[src/rtl/byte_unstriping_pkg.sv]
// Shared PHY definitions for the two-lane byte unstriper: widths, depths and FSM encoding.
package byte_unstriping_pkg;

  localparam int unsigned DATA_W     = 32;
  localparam int unsigned FIFO_DEPTH = 4;
  localparam int unsigned PTR_W      = 2;
  localparam int unsigned NUM_LANES  = 2;

  typedef enum logic [1:0] {
    ST_IDLE = 2'd0,
    ST_RUN  = 2'd1,
    ST_ERR  = 2'd2
  } state_e;

  typedef struct packed {
    logic              valid;
    logic [DATA_W-1:0] data;
  } lane_word_t;

endpackage

[src/rtl/byte_unstriping_if.sv]
// Lane inputs and merged-stream outputs of the unstriper, bundled for port connection.
interface byte_unstriping_if;
  import byte_unstriping_pkg::*;

  logic [DATA_W-1:0] lane_0;
  logic              valid_0;
  logic [DATA_W-1:0] lane_1;
  logic              valid_1;
  logic [DATA_W-1:0] data_out;
  logic              valid_out;
  logic              error;

  modport master (
    output lane_0, valid_0, lane_1, valid_1,
    input  data_out, valid_out, error
  );

  modport slave (
    input  lane_0, valid_0, lane_1, valid_1,
    output data_out, valid_out, error
  );

endinterface

[src/rtl/unstripe_lane_fifo.sv]
// Per-lane skew FIFO; a push into a full FIFO is accepted only when the same FIFO pops that cycle.
module unstripe_lane_fifo
  import byte_unstriping_pkg::*;
#(
  parameter int unsigned DW    = DATA_W,
  parameter int unsigned DEPTH = FIFO_DEPTH,
  parameter int unsigned PW    = PTR_W
) (
  input  logic          clk_i,
  input  logic          rst_i,
  input  logic          push_i,
  input  logic          pop_i,
  input  logic [DW-1:0] din_i,
  output logic [DW-1:0] dout_o,
  output logic          empty_o,
  output logic          full_o,
  output logic [PW:0]   count_o
);

  localparam int unsigned CNT_W = PW + 1;

  logic [DW-1:0] mem_q [DEPTH];
  logic [PW-1:0] wr_ptr_q, wr_ptr_d;
  logic [PW-1:0] rd_ptr_q, rd_ptr_d;
  logic [PW:0]   count_q, count_d;
  logic          push_ok, pop_ok;

  assign empty_o = (count_q == '0);
  assign full_o  = (count_q == CNT_W'(DEPTH));
  assign count_o = count_q;
  assign dout_o  = mem_q[rd_ptr_q];

  assign push_ok = push_i && (!full_o || pop_i);
  assign pop_ok  = pop_i && !empty_o;

  // Pointer and occupancy update; push+pop leaves the count unchanged.
  always_comb begin
    wr_ptr_d = wr_ptr_q;
    rd_ptr_d = rd_ptr_q;
    count_d  = count_q;
    if (push_ok) wr_ptr_d = wr_ptr_q + PW'(1);
    if (pop_ok)  rd_ptr_d = rd_ptr_q + PW'(1);
    case ({push_ok, pop_ok})
      2'b10:   count_d = count_q + CNT_W'(1);
      2'b01:   count_d = count_q - CNT_W'(1);
      default: count_d = count_q;
    endcase
  end

  always_ff @(posedge clk_i) begin
    if (rst_i) begin
      wr_ptr_q <= '0;
      rd_ptr_q <= '0;
      count_q  <= '0;
    end else begin
      wr_ptr_q <= wr_ptr_d;
      rd_ptr_q <= rd_ptr_d;
      count_q  <= count_d;
    end
  end

  always_ff @(posedge clk_i) begin
    if (!rst_i && push_ok) mem_q[wr_ptr_q] <= din_i;
  end

endmodule

[src/rtl/byte_unstriping.sv]
// Merges lane 0 / lane 1 words into one stream in strict L0, L1 alternation, absorbing skew per lane.
module byte_unstriping
  import byte_unstriping_pkg::*;
(
  input  logic              clk_2f,
  input  logic              reset,
  byte_unstriping_if.slave  bus
);

  state_e            state_q, state_d;
  logic              sel_q, sel_d;
  logic              error_q, error_d;
  lane_word_t        out_q, out_d;

  logic [DATA_W-1:0] head   [NUM_LANES];
  logic [NUM_LANES-1:0] empty, full, push, pop_want, pop, strobe, overflow;
  logic [PTR_W:0]    count  [NUM_LANES];
  logic [DATA_W-1:0] lane_d [NUM_LANES];

  assign strobe    = {bus.valid_1, bus.valid_0};
  assign lane_d[0] = bus.lane_0;
  assign lane_d[1] = bus.lane_1;

  for (genvar k = 0; k < NUM_LANES; k++) begin : g_lane
    assign push[k] = strobe[k] && (state_q != ST_ERR);

    unstripe_lane_fifo #(
      .DW    (DATA_W),
      .DEPTH (FIFO_DEPTH),
      .PW    (PTR_W)
    ) u_fifo (
      .clk_i   (clk_2f),
      .rst_i   (reset),
      .push_i  (push[k]),
      .pop_i   (pop[k]),
      .din_i   (lane_d[k]),
      .dout_o  (head[k]),
      .empty_o (empty[k]),
      .full_o  (full[k]),
      .count_o (count[k])
    );
  end

  // Intended pop per lane, before overflow arbitration.
  always_comb begin
    pop_want = '0;
    case (state_q)
      ST_IDLE: pop_want[0] = !empty[0];
      ST_RUN:  pop_want[sel_q] = !empty[sel_q];
      default: pop_want = '0;
    endcase
  end

  // A strobe into a full FIFO that is not popping this cycle is a drop.
  assign overflow = push & full & ~pop_want;
  assign pop      = (|overflow) ? '0 : pop_want;

  always_comb begin
    state_d = state_q;
    sel_d   = sel_q;
    error_d = error_q;
    out_d   = '0;
    if (|overflow) begin
      state_d = ST_ERR;
      error_d = 1'b1;
    end else if (|pop) begin
      out_d.valid = 1'b1;
      out_d.data  = head[sel_q];
      sel_d       = ~sel_q;
      state_d     = ST_RUN;
    end
  end

  always_ff @(posedge clk_2f) begin
    if (reset) begin
      state_q <= ST_IDLE;
      sel_q   <= 1'b0;
      error_q <= 1'b0;
      out_q   <= '0;
    end else begin
      state_q <= state_d;
      sel_q   <= sel_d;
      error_q <= error_d;
      out_q   <= out_d;
    end
  end

  assign bus.data_out  = out_q.data;
  assign bus.valid_out = out_q.valid;
  assign bus.error     = error_q;

endmodule

[src/flat_wrapper.sv]
// flat-port wrapper written by rule: the top's interface ports become plain ports
module byte_unstriping_flat import byte_unstriping_pkg::*;
  (clk_2f, reset, bus_lane_0, bus_valid_0, bus_lane_1, bus_valid_1, bus_data_out, bus_valid_out, bus_error);
  byte_unstriping_if bus_i ();
  input  logic clk_2f;
  input  logic reset;
  input wire logic [$bits(bus_i.lane_0)-1:0] bus_lane_0;
  input wire logic [$bits(bus_i.valid_0)-1:0] bus_valid_0;
  input wire logic [$bits(bus_i.lane_1)-1:0] bus_lane_1;
  input wire logic [$bits(bus_i.valid_1)-1:0] bus_valid_1;
  output wire logic [$bits(bus_i.data_out)-1:0] bus_data_out;
  output wire logic [$bits(bus_i.valid_out)-1:0] bus_valid_out;
  output wire logic [$bits(bus_i.error)-1:0] bus_error;
  assign bus_i.lane_0 = bus_lane_0;
  assign bus_i.valid_0 = bus_valid_0;
  assign bus_i.lane_1 = bus_lane_1;
  assign bus_i.valid_1 = bus_valid_1;
  assign bus_data_out = bus_i.data_out;
  assign bus_valid_out = bus_i.valid_out;
  assign bus_error = bus_i.error;
  byte_unstriping u_core (.clk_2f(clk_2f), .reset(reset), .bus(bus_i));
endmodule
[config.mk]
export PLATFORM = sky130hd
export DESIGN_NAME = byte_unstriping_flat
export DESIGN_NICKNAME = d
export VERILOG_FILES = /design/src/rtl/byte_unstriping_pkg.sv /design/src/rtl/byte_unstriping_if.sv /design/src/rtl/unstripe_lane_fifo.sv /design/src/rtl/byte_unstriping.sv /design/src/flat_wrapper.sv
export SDC_FILE = /design/constraint.sdc
export NUM_CORES = 1
export LEC_CHECK = 0
export ABC_AREA = 0
export ABC_CLOCK_PERIOD_IN_PS = 4900
export CAP_MARGIN = 25
export CORE_UTILIZATION = 55
export DETAILED_ROUTE_END_ITERATION = 8
export PLACE_DENSITY_LB_ADDON = 0.25
export SLEW_MARGIN = 20
export SYNTH_ARGS = -nofsm -noshare
export SYNTH_HDL_FRONTEND = slang
export SYNTH_SLANG_ARGS = --single-unit
export TNS_END_PERCENT = 50
[constraint.sdc]
create_clock -name clk_2f -period 4.9 [get_ports clk_2f]
set_input_delay 1.225 -clock clk_2f [delete_from_list [all_inputs] [get_ports clk_2f]]
set_output_delay 1.225 -clock clk_2f [all_outputs]
set_load 0.01 [all_outputs]
==> flow_summary.yaml <==
logic_synthesis:
  ys_warn_count: 0
  syn_area_per_cell_um2: 20.1
  synth.ff_latch_count: 311
  synthCells: 573
  synth-seq-area-share_pct: 76.2
  synth_nets: 653
  yosysUniqueCellTypes: 43
  synth_area_mm2: 0.0115
detailed_routing:
  wl_um: 21600
  drt-initial-drc-count: 399
  drc: 0
  viasPerCell: 5.79
  first_pass_iters: 5
  antenna_left: 0
  vias: 5667
  avgRoutedWirePerCell_um: 22.1
worst_setup_path:
  cp_data_arrival_time_ns: 4.05
  r2r_slack_ns: 1.94
  worst_ep_required_time_ns: 5.37
  endpoint: "u_core.g_lane[1].u_fifo.count_o[2]"
  startpoint_type: "input port"
  cp-end-kind: "flop"
  critPathKind: "in -> reg"
  worstRegToRegCells: 4
  worstReg2RegEnd: "u_core.g_lane[1].u_fifo.mem_q[1][12]"
  critPathMaxFanout: 7
  cp-startpoint: "bus_valid_0"
  reg2reg_from: "u_core.sel_q"
sta:
  setup_tns_ns: 0
  fmax_mhz: 280
  tightest_slew_ns: 1.02
  hold_slack_ns: 0.446
  setup_violations: 0
  slew_viol_final: 0
  fin_skew_ns: 0.0116
  slew-limit-headroom_pct: 31.7
  fin_crit_ns: 3.58
  grt_setup_unrepaired: "no"
  hold_viol_final: 0
  finalCritPeriodShare_pct: 73.0
clock_tree:
  tritoncts: "built"
  clock_path_buffers: 3
  ctsHtreeMaxLevel: 1
  postCtsHoldBufs: 0
  cts_buffers: 30
  root_buffer: "clkbuf_16"
  post_cts_buffers: 0
  cts_resized: 0
  clk_pin_slew_worst_paths_ns: 0.07
  cts_sinks: 311
  insertion_delay_ns: 0.54
global_route:
  antenna_found_initial: 0
  overflow: 0
  grt_pass1_vias: 6042
  grt_max_degree: 34
  grt.total_usage_pct: 20.8
  grt_pass1_wl_um: 33700
pwr:
  clkPwrFrac_pct: 36.1
  internal_power_uw: 5240
  powerDensity_mw_per_mm2: 497
  seqPwrFrac_pct: 46.3
  ir_worst_vdd_mv: 0.331
  p_sw_uw: 1670
  p_leak_uw: 0.00454
  netSwitchingFraction_pct: 24.2
  p_comb_share_pct: 17.6
final_layout:
  fin_util_pct: 68.1
  layout_commonest_cell: "edfxtp_1"
  fill_cells: 1351
  final_cell_mix: "edfxtp_1 (256), clkdlybuf4s50_1 (101), mux4_2 (64)"
  nets: 765
  antennaDiodeCount: 0
  drive_gt1_share_pct: 19.1
  areaGrowthSynthToFinish_pct: 20.5
placement:
  hpwl_um: 12200
  gp_congestion: 0.772
  portBuffers: 101
floorplanning:
  initial_core_util_pct: 56.5
  row_count: 52
  die_w_um: 147
  dieArea_mm2: 0.0216
  die_h_um: 147
  ios: 102
  core_mm2: 0.0204
run_status:
  status: "finished clean"
run:
  maxCapViolCount: 0
hold_path:
  hold_path_class: "reg -> reg"
worst min-delay path by stage:
stage / startpoint / end / slack (ns) / cells after the start
3_5_place_dp: u_core.bus.error / u_core.bus.error / 0.44 / 2
4_1_cts: u_core.bus.error / u_core.bus.error / 0.45 / 2
5_1_grt: u_core.bus.error / u_core.bus.error / 0.49 / 2
3_3_place_gp: u_core.bus.error / u_core.bus.error / 0.44 / 2
6_report: u_core.bus.error / u_core.bus.error / 0.45 / 2
2_1_floorplan: u_core.g_lane[1].u_fifo.wr_ptr_q[1] / u_core.g_lane[1].u_fifo.wr_ptr_q[1] / 0.47 / 2
through the flow:
| stage | setup WS (ns) | power (µW) | area [µm²] | std cells |
|---|---|---|---|---|
| final | 1.32 | 6910 | 13900 | 978 |
| after global routing | 1.16 | 7160 | 13900 | 978 |
| after CTS | 1.36 | 6960 | 13900 | 978 |
| after detailed placement | 0.795 | 4480 | 12800 | 923 |
| after global placement | 0.874 | 4440 | 12800 | 923 |
| after floorplan | 1.51 | 4040 | 11500 | 573 |
Yosys cell counts, drive strengths merged:
cell     instances  area, µm²
inv             17       63.8
nor2            48        180
o41ai            1       8.76
nand2            2       7.51
mux2             2       26.3
xnor2            3       26.3
mux2i           33        330
a2bb2oi          1       8.76
o32a             1       10.0
nor3b            1       7.51
clkbuf          14       52.6
ha              10        125
nand3b           1       7.51
and3            10       62.6
nor3             2       10.0
o21a             1       8.76
mux4            64       1440
a311oi           1       8.76
a21oi            8       40.0
or2              1       6.26
dfxtp           55       1100
fa               2       40.0
nor2b            2       12.5
nor4bb           2       26.3
xor2             5       43.8
o21ai            5       25.0
or3              3       18.8
and2             1       6.26
edfxtp         256       7690
buf             11       61.3
nand4            2       12.5
nor4b            1       8.76
nand4bb          1       11.3
o31ai            1       7.51
o211a            1       10.0
nand3            1       5.00
a311o            1       11.3
a32oi            2       17.5
state kept, by name (all words and copies together) (netlist names), named ones only:
| name | count |
|---|---|
| u_core.g_lane.u_fifo.wr_ptr_q | 4 |
| u_core.bus.error | 1 |
| u_core.g_lane.u_fifo.rd_ptr_q | 4 |
| u_core.sel_q | 1 |
| u_core.g_lane.u_fifo.count_o | 6 |
| u_core.g_lane.u_fifo.mem_q | 256 |
| u_core.bus.data_out | 32 |
| u_core.bus.valid_out | 1 |
| u_core.state_q | 2 |
critical path: stages:
cell and delay, ns:
clkdlybuf4s50_1 0.49, nor4bb_2 0.51, nor3_1 0.19, o21a_2 0.30, inv_1 0.07, ha_1 0.17, inv_1 0.07, fa_1 0.42
xor2_1 0.16, or3_1 0.30, a21oi_1 0.14
power groups by stage:
| stage | combinational (µW) | sequential, µW | clock (µW) |
|---|---|---|---|
| 2_1_floorplan | 834 | 3200 | 0 |
| 3_3_place_gp | 1190 | 3250 | 0 |
| 3_5_place_dp | 1230 | 3260 | 0 |
| 4_1_cts | 1240 | 3200 | 2530 |
| 5_1_grt | 1320 | 3220 | 2620 |
| 6_report | 1210 | 3200 | 2500 |
cell families (layout without fill, tap and decap cells):
group                    after synthesis  in the layout  share of synthesized area (%)
flip-flops                           311            311                           76.2
multiplexers                          99             99                           15.6
AND/OR/NAND/NOR                       78             78                           3.32
buffers and inverters                 42            177                           1.54
AO/OA/AOI/OAI                         23             23                           1.36
adder cells (fa/ha/maj)               12             12                           1.43
XOR/XNOR                               8              8                          0.607
layout make-up:
type | instances | area, µm² | share of cell area, %
clock buffers | 38 | 822 | 5.91
clock inverters | 17 | 264 | 1.90
inverters | 17 | 63.8 | 0.459
multi-input cells | 220 | 2580 | 18.6
flip-flops and latches | 311 | 8790 | 63.2
well taps | 270 | 338 | 2.43
repair buffers | 105 | 1040 | 7.49
layer usage:
| metal | up-vias | global-route usage (%) | wire length [µm] |
|---|---|---|---|
| met5 | - | 0 | 0 |
| met4 | 0 | 6.04 | 479 |
| met3 | 41 | 3.01 | 971 |
| met2 | 196 | 36.1 | 11000 |
| met1 | 2927 | 27.6 | 9130 |
| li1 | 2503 | - | - |
No activity file was read; power rests on OpenSTA's default activity.
